<file path="src/rtl/keypad_login_decoder.sv">
// keypad_login_decoder
//   Turns the merged, asynchronous 4-bit keypad code into clean one-shot key
//   events and runs the PIN login state machine with failure lockout. While
//   logged in, floor keys become one-cycle floor request pulses.
//
// Ports
//   clk, rst_n   : rising-edge clock, asynchronous active-low reset
//   keypad[3:0]  : raw merged key code, 0 = no key (asynchronous to clk)
//   key_valid    : one-cycle pulse per accepted press
//   key_code     : accepted code, held between presses
//   logged_in    : session open (UNLOCKED)
//   login_ok     : one-cycle pulse, PIN accepted
//   login_fail   : one-cycle pulse, PIN rejected
//   locked_out   : failure lockout in progress
//   digit_count  : PIN digits currently buffered (0..4)
//   floor_req    : one-hot one-cycle floor request, bit i = floor i+1
module keypad_login_decoder #(
    parameter int          DEBOUNCE    = 4,
    parameter logic [15:0] PASSWORD    = 16'h1234,
    parameter int          MAX_FAIL    = 3,
    parameter int          LOCK_CYCLES = 1000
) (
    input  logic       clk,
    input  logic       rst_n,
    input  logic [3:0] keypad,
    output logic       key_valid,
    output logic [3:0] key_code,
    output logic       logged_in,
    output logic       login_ok,
    output logic       login_fail,
    output logic       locked_out,
    output logic [2:0] digit_count,
    output logic [2:0] floor_req
);

    localparam int          LW          = (LOCK_CYCLES > 1) ? $clog2(LOCK_CYCLES) : 1;
    localparam logic [7:0]  STABLE_LAST = 8'(DEBOUNCE - 1);
    localparam logic [LW-1:0] LOCK_LOAD = LW'(LOCK_CYCLES - 1);
    localparam logic [2:0]  FAIL_LIMIT  = 3'(MAX_FAIL);

    localparam logic [3:0] K_ZERO  = 4'd10;
    localparam logic [3:0] K_CLEAR = 4'd11;
    localparam logic [3:0] K_ENTER = 4'd12;

    typedef enum logic [1:0] {
        ST_LOCKED   = 2'd0,
        ST_UNLOCKED = 2'd1,
        ST_LOCKOUT  = 2'd2
    } state_t;

    // ------------------------------------------------------------------
    // Front end: synchroniser, stability counter, press acceptance
    // ------------------------------------------------------------------
    // sync_pipe[1] is the synchronised code s; sync_pipe[0] is the value
    // s takes at the next edge, so comparing the two tells whether s is
    // about to change.
    logic [1:0][3:0] sync_pipe;
    logic [3:0]      s;
    logic [7:0]      stable_cnt;
    logic            armed;
    logic            accept;
    logic            stable_now;

    assign s          = sync_pipe[1];
    assign stable_now = (stable_cnt == STABLE_LAST);
    assign accept     = (s != 4'd0) && stable_now && armed;

    always_ff @(posedge clk or negedge rst_n) begin
        if (!rst_n) begin
            sync_pipe  <= '0;
            stable_cnt <= 8'd0;
            armed      <= 1'b1;
            key_valid  <= 1'b0;
            key_code   <= 4'd0;
        end else begin
            sync_pipe <= {sync_pipe[0], keypad};

            if (sync_pipe[0] != sync_pipe[1])
                stable_cnt <= 8'd0;
            else if (stable_cnt != 8'hFF)
                stable_cnt <= stable_cnt + 8'd1;

            // Re-arming needs a debounced release, so a direct change
            // between two nonzero codes never yields a second event.
            if (accept)
                armed <= 1'b0;
            else if ((s == 4'd0) && stable_now)
                armed <= 1'b1;

            key_valid <= accept;
            if (accept)
                key_code <= s;
        end
    end

    // ------------------------------------------------------------------
    // Login FSM, driven by the registered key events
    // ------------------------------------------------------------------
    state_t        state, state_n;
    logic [15:0]   pin_buf, pin_buf_n;
    logic [2:0]    digit_n;
    logic [2:0]    fail_cnt, fail_cnt_n;
    logic [LW-1:0] lock_cnt, lock_cnt_n;
    logic          login_ok_n, login_fail_n;
    logic [2:0]    floor_n;
    logic          is_digit;
    logic [3:0]    digit_val;

    assign is_digit  = (key_code >= 4'd1) && (key_code <= K_ZERO);
    assign digit_val = (key_code == K_ZERO) ? 4'd0 : key_code;

    always_ff @(posedge clk or negedge rst_n) begin
        if (!rst_n) begin
            state       <= ST_LOCKED;
            pin_buf     <= 16'd0;
            digit_count <= 3'd0;
            fail_cnt    <= 3'd0;
            lock_cnt    <= '0;
            login_ok    <= 1'b0;
            login_fail  <= 1'b0;
            floor_req   <= 3'd0;
        end else begin
            state       <= state_n;
            pin_buf     <= pin_buf_n;
            digit_count <= digit_n;
            fail_cnt    <= fail_cnt_n;
            lock_cnt    <= lock_cnt_n;
            login_ok    <= login_ok_n;
            login_fail  <= login_fail_n;
            floor_req   <= floor_n;
        end
    end

    always_comb begin
        state_n      = state;
        pin_buf_n    = pin_buf;
        digit_n      = digit_count;
        fail_cnt_n   = fail_cnt;
        lock_cnt_n   = lock_cnt;
        login_ok_n   = 1'b0;
        login_fail_n = 1'b0;
        floor_n      = 3'd0;

        case (state)
            ST_LOCKED: begin
                if (key_valid) begin
                    if (is_digit) begin
                        // A fifth and later digit is dropped, not shifted in.
                        if (digit_count < 3'd4) begin
                            pin_buf_n = {pin_buf[11:0], digit_val};
                            digit_n   = digit_count + 3'd1;
                        end
                    end else if (key_code == K_CLEAR) begin
                        pin_buf_n = 16'd0;
                        digit_n   = 3'd0;
                    end else if (key_code == K_ENTER) begin
                        pin_buf_n = 16'd0;
                        digit_n   = 3'd0;
                        if ((digit_count == 3'd4) && (pin_buf == PASSWORD)) begin
                            state_n    = ST_UNLOCKED;
                            login_ok_n = 1'b1;
                            fail_cnt_n = 3'd0;
                        end else begin
                            login_fail_n = 1'b1;
                            fail_cnt_n   = fail_cnt + 3'd1;
                            if ((fail_cnt + 3'd1) == FAIL_LIMIT) begin
                                state_n    = ST_LOCKOUT;
                                lock_cnt_n = LOCK_LOAD;
                            end
                        end
                    end
                end
            end

            ST_UNLOCKED: begin
                if (key_valid) begin
                    case (key_code)
                        4'd13:   floor_n = 3'b001;
                        4'd14:   floor_n = 3'b010;
                        4'd15:   floor_n = 3'b100;
                        K_CLEAR: state_n = ST_LOCKED;
                        default: ;
                    endcase
                end
            end

            ST_LOCKOUT: begin
                // Events are dropped here, including one arriving in the
                // final cycle while the exit transition is taken.
                if (lock_cnt == '0) begin
                    state_n    = ST_LOCKED;
                    fail_cnt_n = 3'd0;
                end else begin
                    lock_cnt_n = lock_cnt - LW'(1);
                end
            end

            default: state_n = ST_LOCKED;
        endcase
    end

    assign logged_in  = (state == ST_UNLOCKED);
    assign locked_out = (state == ST_LOCKOUT);

endmodule

</file>
<file path="config.mk">
export PLATFORM = sky130hd
export DESIGN_NAME = keypad_login_decoder
export DESIGN_NICKNAME = d
export VERILOG_FILES = /design/src/rtl/keypad_login_decoder.sv
export SDC_FILE = /design/constraint.sdc
export NUM_CORES = 1
export LEC_CHECK = 0
export BUFFER_PORTS_ARGS = -buffer_cell sky130_fd_sc_hd__buf_4
export CAP_MARGIN = 5
export CORE_ASPECT_RATIO = 1.1
export CORE_UTILIZATION = 38
export CTS_BUF_LIST = sky130_fd_sc_hd__clkbuf_4 sky130_fd_sc_hd__clkbuf_8
export CTS_CLUSTER_SIZE = 12
export DETAILED_ROUTE_END_ITERATION = 10
export PLACE_DENSITY = 0.66
export SYNTH_ARGS = -nofsm -noshare
export SYNTH_HDL_FRONTEND = slang
export SYNTH_SLANG_ARGS = --single-unit
export TNS_END_PERCENT = 5
</file>
<file path="constraint.sdc">
create_clock -name clk -period 2.5 [get_ports clk]
set_clock_uncertainty 0.2 [all_clocks]
set_input_delay 0.5 -clock clk [delete_from_list [all_inputs] [get_ports clk]]
set_output_delay 0.5 -clock clk [all_outputs]
set_load 0.01 [all_outputs]
</file>
==> flow_metrics.env, run 1 <==
export IMPL_grt_total_usage_pct=15.4
export IMPL_clockPowerShare_pct=44.0
export IMPL_worst_setup_path_type="flip-flop to output port"
export IMPL_synth_top_family_by_area="simple AND/OR/NAND/NOR gates"
export IMPL_path_delay_family="buffers and inverters"
export IMPL_tightest_slew_ns=0.752
export IMPL_postSynthCellCount=248
export IMPL_p_comb_share_pct=1.9
export IMPL_startpoint_type="flip-flop"
export IMPL_vias=1955
export IMPL_avgSynthCellArea_sq_um=11.1
export IMPL_synth_compound_area_share_pct=12.9
export IMPL_clk_pin_slew_ns=0.07
export IMPL_switching_power_uw=390
export IMPL_crit_path_start="state[0]$_DFFE_PN0P_"
export IMPL_min_period_ns=2.28
export IMPL_whs_ns=0.0237
export IMPL_slew_violations=0
export IMPL_cts_sinks=61
export IMPL_route_detailed_drc=0
export IMPL_hold_class="primary input to async pin"
export IMPL_clock_latency_ns=0.34
export IMPL_worstSetupEndpointType="output port"
export IMPL_rr_worst_depth=5
export IMPL_p_sw_share_pct=21.0
export IMPL_cpPeakStageDelay_ns=0.42
export IMPL_ir_drop_uv=446
export IMPL_ys_warn_count=0
export IMPL_dr_pass1_iters=4
export IMPL_viasPerCell=5.33
export IMPL_status="finished clean"
export IMPL_register_area_sq_mm=0.00153
export IMPL_postCtsHoldBufs=0
export IMPL_io_buffer_count=20
export IMPL_syn_area_sq_mm=0.00275
export IMPL_routed_wl_microns=5180
export IMPL_pwr_share_seq_pct=54.1
export IMPL_required_ns=1.80
export IMPL_grt_antenna_before_repair=0
export IMPL_cp_endpoint="locked_out"
export IMPL_htree_levels=3
export IMPL_ant_nets=0
export IMPL_pre_cts_ws_ns=0.131
export IMPL_synth_seq_cells=61
export IMPL_synth_edf_count=0
export IMPL_cts_buffers=9
export IMPL_syn2layout_area_growth_pct=16.8
export IMPL_ys_seq_area_share_pct=55.6
export IMPL_cp_cell_sequence="nand2b_1 -> clkinv_1 -> buf_4"
export IMPL_powerDensity_mw_per_mm2=576
export IMPL_p_int_mw=1.46
export IMPL_fillers=639
export IMPL_row_count=32
export IMPL_grt_overflow_total=0
export IMPL_leakage_nw=1.49
export IMPL_synth_xor_area_share_pct=3.82
export IMPL_r2r_end="fail_cnt[2]$_DFFE_PN0P_"
export IMPL_die_width_microns=83.1
export IMPL_clock_root_buffer="clkbuf_8"
export IMPL_dp_hpwl_microns=3480
export IMPL_relSlewSlack_pct=49.8
export IMPL_multiInputGateArea_sq_mm=0.00114
export IMPL_detail_route_wl_per_cell_microns=14.1
export IMPL_cp_depth=3
export IMPL_final_common_cell="dfrtp_1"
export IMPL_maxCapViolCount=0
export IMPL_drt_iter0_markers=144
export IMPL_worstPathArrival_ns=1.58
export IMPL_final_cell_mix="60 x dfrtp_1, 28 x buf_4, 23 x nor2_1"
export IMPL_yosys_area_share_simple_pct=19.2
export IMPL_synthMuxAreaShare_pct=2.78
export IMPL_path_max_fanout=9
export IMPL_tns_ns=0
export IMPL_ys_types=49
export IMPL_synth_fp_nets=260
export IMPL_setup_violations=0
export IMPL_grt_pass1_wl_microns=9110
export IMPL_max_clock_freq_ghz=0.438
export IMPL_critPathBufInv=2
export IMPL_n_antenna_cell=0
export IMPL_first_global_vias=1953
export IMPL_cts_tree="yes"
export IMPL_grt_setup_unrepaired="false"
export IMPL_worstReg2RegStart="state[0]$_DFFE_PN0P_"
export IMPL_die_area_sq_mm=0.00758
export IMPL_ioPinCount=21
export IMPL_synthAdderAreaFrac_pct=2.73
export IMPL_rrSetupSlack_ns=0.22
export IMPL_grt_max_degree=62
export IMPL_synth_ff_type="dfrtp_1"
export IMPL_cp_slowest_cell="dfrtp_1"
export IMPL_gp_congestion=0.834
export IMPL_layout_setup_ws_ns=0.216
export IMPL_core_sq_mm=0.00701
export IMPL_hold_viol_final=0
export IMPL_period_share_pct=91.3
export IMPL_layout_drive_gt1_share_pct=20.2
export IMPL_layout_nets=290
export IMPL_start_util_pct=39.3
export IMPL_async_flop_share_pct=100
export IMPL_cts_path_max_buffers=2
export IMPL_die_h_microns=91.2
## kinds of logic after synthesis
kind of cell	count (synthesis)
buffers and inverters	20
DFF	61
muxes	7
adders and majority gates	6
and+or+nand+nor	94
AOI/OAI and AO/OA	48
xor gates and xnor gates	12
## cells in the mapped netlist, drive strengths merged (2+ instances only)
cell type	n	area, sq um
buf	2	16.3
a2bb2oi	4	35.0
or3	3	18.8
inv	10	37.5
xnor2	8	70.1
nand2	16	62.6
nor4b	4	35.0
and3	3	18.8
nand4	4	25.0
nor4bb	2	20.0
xor2	4	35.0
dfrtp	60	1500
o21ai	9	45.0
a21oi	7	35.0
nor4	5	31.3
or4	3	26.3
nor3b	3	27.5
mux2i	2	20.0
a31oi	5	31.3
nor2	23	86.3
nand3	7	35.0
clkbuf	7	26.3
a22o	14	123
o31ai	2	28.8
nor3	12	71.3
nand2b	3	18.8
ha	6	75.1
mux2	5	56.3
## through the flow
step	instance area [sq um]	utilization [%]	instances	total power [mW]
after detailed placement	3020	43.2	352	1.06
after global placement	3020	43.2	352	1.06
after global routing	3210	45.9	367	1.93
final	3210	45.9	367	1.85
after CTS	3210	45.8	367	1.87
after floorplan	2750	-	248	1.03
## worst min path at each step
stage	end	slack, ns	depth (start not counted)
after floorplan	digit_count[0]$_DFFE_PN0P_	0.004	0
after global placement	s[1]$_DFF_PN0_	0.18	0
after detailed placement	s[0]$_DFF_PN0_	0.18	0
after CTS	digit_count[0]$_DFFE_PN0P_	0.05	1
after global routing	sync_pipe[3]$_DFF_PN0_	0.05	1
final	digit_count[0]$_DFFE_PN0P_	0.02	1
## worst reg2reg max path, delay by kind of cell (launching register included)
kind             cells  cell delay, ns
DFF                  1            0.42
and+or+nand+nor      5            1.52
## final cells by class
type / count / share of cell area (%)
Clock inverter: 1 / 0.156
Tap cell: 85 / 3.31
Multi-Input combinational cell: 167 / 35.6
Timing Repair Buffer: 28 / 6.54
Inverter: 11 / 1.29
Clock buffer: 14 / 5.61
Sequential cell: 61 / 47.5
## sequential cells by signal, summed over array words and instances, names as in the netlist
name / flops
sync_pipe: 4
state: 2
fail_cnt: 3
key_code: 4
digit_count: 3
floor_req: 3
login_ok: 1
login_fail: 1
stable_cnt: 8
armed: 1
key_valid: 1
s: 4
pin_buf: 16
lock_cnt: 10
## layer usage
layer  wire length (microns)  track usage [%]  vias to the layer above
li1                        -                -                      961
met1                    2490             20.1                      961
met2                    2420             22.6                       24
met3                     175             5.91                        9
met4                      97             7.04                        0
met5                       0                0                        -
## repair_timing
action | 4_1_cts | 5_1_grt
hold endpoints to repair | 0 | 0
buffers inserted | 0 | 0
setup endpoints to repair | 0 | 1
resized for setup | 0 | 1
## power by group through the flow
stage | sequential [mW] | clock (mW) | combinational [mW]
floorplan | 1.02 | 0 | 0.00965
global placement | 1.02 | 0 | 0.0363
detailed placement | 1.02 | 0 | 0.0366
CTS | 1.00 | 0.833 | 0.0369
global route | 1.00 | 0.882 | 0.0415
finish | 1.00 | 0.816 | 0.0349
Power figures use the tool's default switching activity.
==> inputs of run 2 (changes only) <==
--- a/config.mk
+++ b/config.mk
@@ -5,6 +5,7 @@
 export SDC_FILE = /design/constraint.sdc
 export NUM_CORES = 1
 export LEC_CHECK = 0
+export ABC_AREA = 1
 export BUFFER_PORTS_ARGS = -buffer_cell sky130_fd_sc_hd__buf_4
 export CAP_MARGIN = 5
 export CORE_ASPECT_RATIO = 1.1
@@ -12,7 +13,7 @@
 export CTS_BUF_LIST = sky130_fd_sc_hd__clkbuf_4 sky130_fd_sc_hd__clkbuf_8
 export CTS_CLUSTER_SIZE = 12
 export DETAILED_ROUTE_END_ITERATION = 10
-export PLACE_DENSITY = 0.66
+export PLACE_DENSITY = 0.65
 export SYNTH_ARGS = -nofsm -noshare
 export SYNTH_HDL_FRONTEND = slang
 export SYNTH_SLANG_ARGS = --single-unit
==> run 2 against run 1 <==
Effect of this change: final cell count is 40% higher; final area is 8.5% higher; register-to-register slack better by 0.34 ns; first-iteration DRC count is 47% higher; routed wire length is 18% higher; count of clock-buffer cells in the layout is 3 lower; die area is 10% higher; non-clock buffer count is 3 lower; sequential share of layout area is 3.7 points lower; clock power is 8.1% higher; global-route usage is 1.6 points higher; power is 3.7% higher.
==> flow_metrics.env, run 2 <==
export IMPL_ir_drop_uv=371
export IMPL_final_cell_mix="111 x nand2_1, 60 x dfrtp_1, 45 x inv_1"
export IMPL_viasPerCell=4.86
export IMPL_die_width_microns=87.3
export IMPL_cts_resized=0
export IMPL_critPathBufInv=3
export IMPL_htree_levels=3
export IMPL_worstPathArrival_ns=1.38
export IMPL_setup_violations=0
export IMPL_tightest_slew_ns=0.755
export IMPL_cp_depth=4
export IMPL_crit_path_frequent_cell="buf_4"
export IMPL_detail_route_wl_per_cell_microns=11.9
export IMPL_yosysTopAreaCell="dfrtp_1"
export IMPL_ys_top_cells_by_area="dfrtp_1 49%, nand2_1 14%, nand3_1 6.6%"
export IMPL_postCtsSetupRepairBufs=0
export IMPL_reg_largest_list="pin_buf x16, lock_cnt x10, stable_cnt x8"
export IMPL_gp_congestion=0.824
export IMPL_grt_total_usage_pct=17.0
export IMPL_postCtsHoldBufs=0
export IMPL_grt_setup_unrepaired="false"
export IMPL_pre_cts_ws_ns=0.577
export IMPL_core_sq_mm=0.00760
export IMPL_cp_slowest_cell="dfrtp_1"
export IMPL_clk_pin_slew_ns=0.07
export IMPL_worstSetupEndpointType="output port"
export IMPL_route_detailed_drc=0
export IMPL_layout_nets=417
export IMPL_path_delay_family="buffers and inverters"
export IMPL_ys_types=28
export IMPL_cts_tree="yes"
export IMPL_synth_fp_nets=390
export IMPL_fillers=775
export IMPL_avgSynthCellArea_sq_um=8.04
export IMPL_p_sw_share_pct=22.0
export IMPL_rr_worst_depth=8
export IMPL_dr_pass1_iters=4
export IMPL_worstReg2RegStart="lock_cnt[0]$_DFFE_PN0P_"
export IMPL_postSynthCellCount=378
export IMPL_worst_setup_path_type="flip-flop to output port"
export IMPL_clock_latency_ns=0.34
export IMPL_grt_max_degree=62
export IMPL_cpPeakStageDelay_ns=0.39
export IMPL_clockPowerShare_pct=45.9
export IMPL_cp_endpoint="locked_out"
export IMPL_hold_class="primary input to async pin"
export IMPL_p_comb_share_pct=1.9
export IMPL_synth_seq_cells=61
export IMPL_syn2layout_area_growth_pct=14.7
export IMPL_vias=2504
export IMPL_routed_wl_microns=6110
export IMPL_period_share_pct=83.3
export IMPL_n_antenna_cell=0
export IMPL_grt_antenna_before_repair=0
export IMPL_largest_register_ffs=16
export IMPL_p_int_mw=1.50
export IMPL_rrSetupSlack_ns=0.56
export IMPL_synth_common_cells="111 x nand2_1, 60 x dfrtp_1, 45 x inv_1"
export IMPL_tns_ns=0
export IMPL_async_flop_share_pct=100
export IMPL_grt_overflow_total=0
export IMPL_status="finished clean"
export IMPL_layout_setup_ws_ns=0.417
export IMPL_layout_drive_gt1_share_pct=13.2
export IMPL_maxCapViolCount=0
export IMPL_first_global_vias=2421
export IMPL_yosysMostFrequentCell="nand2_1"
export IMPL_relSlewSlack_pct=49.7
export IMPL_required_ns=1.80
export IMPL_leakage_nw=1.89
export IMPL_synth_top_area_share_pct=49.4
export IMPL_synth_edf_count=0
export IMPL_clock_root_buffer="clkbuf_8"
export IMPL_powerDensity_mw_per_mm2=551
export IMPL_cts_buffers=9
export IMPL_cts_sinks=61
export IMPL_switching_power_uw=423
export IMPL_regMostFlops="pin_buf"
export IMPL_max_clock_freq_ghz=0.480
export IMPL_r2r_end="lock_cnt[8]$_DFFE_PN0P_"
export IMPL_ioPinCount=21
export IMPL_slew_violations=0
export IMPL_cp_cell_sequence="inv_1 -> nor2_1 -> buf_4 -> buf_4"
export IMPL_min_period_ns=2.08
export IMPL_die_area_sq_mm=0.00836
export IMPL_cts_path_max_buffers=2
export IMPL_synth_ff_type="dfrtp_1"
export IMPL_start_util_pct=40.0
export IMPL_startpoint_type="flip-flop"
export IMPL_path_max_fanout=9
export IMPL_ant_nets=0
export IMPL_grt_pass1_wl_microns=10700
export IMPL_syn_area_sq_mm=0.00304
export IMPL_crit_path_start="state[1]$_DFFE_PN0P_"
export IMPL_drt_iter0_markers=211
export IMPL_io_buffer_count=20
export IMPL_final_common_cell="nand2_1"
export IMPL_die_h_microns=95.8
export IMPL_row_count=33
export IMPL_dp_hpwl_microns=4180
export IMPL_pwr_share_seq_pct=52.2
export IMPL_ys_seq_area_share_pct=50.3
export IMPL_ys_warn_count=0
export IMPL_hold_viol_final=0
## run 2: per-layer routing
layer / GRT usage [%] / wire, microns / up-vias
met2: 26.3 / 2780 / 54
met1: 22.7 / 2960 / 1170
met3: 3.34 / 257 / 10
met5: 0 / 0 / -
li1: - / - / 1270
met4: 8.61 / 112 / 0
## run 2: area by class of cell
cell class                 instances  area [sq um]  area share [%]
tap                              105           131            3.77
sequential                        61          1530            43.8
timing repair buffer              25           188            5.38
multi-input combinational        262          1270            36.4
inverter                          46           175            5.03
clock buffer                      11           145            4.16
clock inverter                     5          50.0            1.44
## run 2: worst min-delay path by stage
stage | from | to
floorplan | rst_n | digit_count[0]$_DFFE_PN0P_
global placement | sync_pipe[3]$_DFF_PN0_ | s[3]$_DFF_PN0_
detailed placement | sync_pipe[3]$_DFF_PN0_ | s[3]$_DFF_PN0_
CTS | keypad[1] | sync_pipe[1]$_DFF_PN0_
global route | keypad[0] | sync_pipe[0]$_DFF_PN0_
finish | rst_n | digit_count[1]$_DFFE_PN0P_
## run 2: cells by family (layout without fill, tap and decap cells)
logic type / count (synthesis) / count (layout) / share of synthesized area [%]
buf+inv: 55 / 87 / 7.95
flops: 61 / 61 / 50.3
simple gates: 223 / 223 / 32.6
xor+xnor: 7 / 7 / 2.02
compound gates: 26 / 26 / 4.70
fa+ha+maj: 6 / 6 / 2.47
## run 2: through the flow
stage               total power [mW]  std cells  instance area (sq um)  hold slack [ns]  utilization (%)
floorplan                       1.03        378                   3040          0.00441                -
global placement                1.06        499                   3290            0.175             43.3
detailed placement              1.06        499                   3290            0.179             43.3
CTS                             1.95        515                   3490           0.0482             45.9
global route                    1.99        515                   3490           0.0539             45.9
finish                          1.92        515                   3490           0.0191             45.9
## run 2: power by group through the flow
stage	logic, mW	registers (mW)	clock network (mW)
floorplan	0.0105	1.02	0
global placement	0.0381	1.02	0
detailed placement	0.0390	1.02	0
CTS	0.0389	1.00	0.907
global route	0.0442	1.00	0.940
finish	0.0367	1.00	0.882
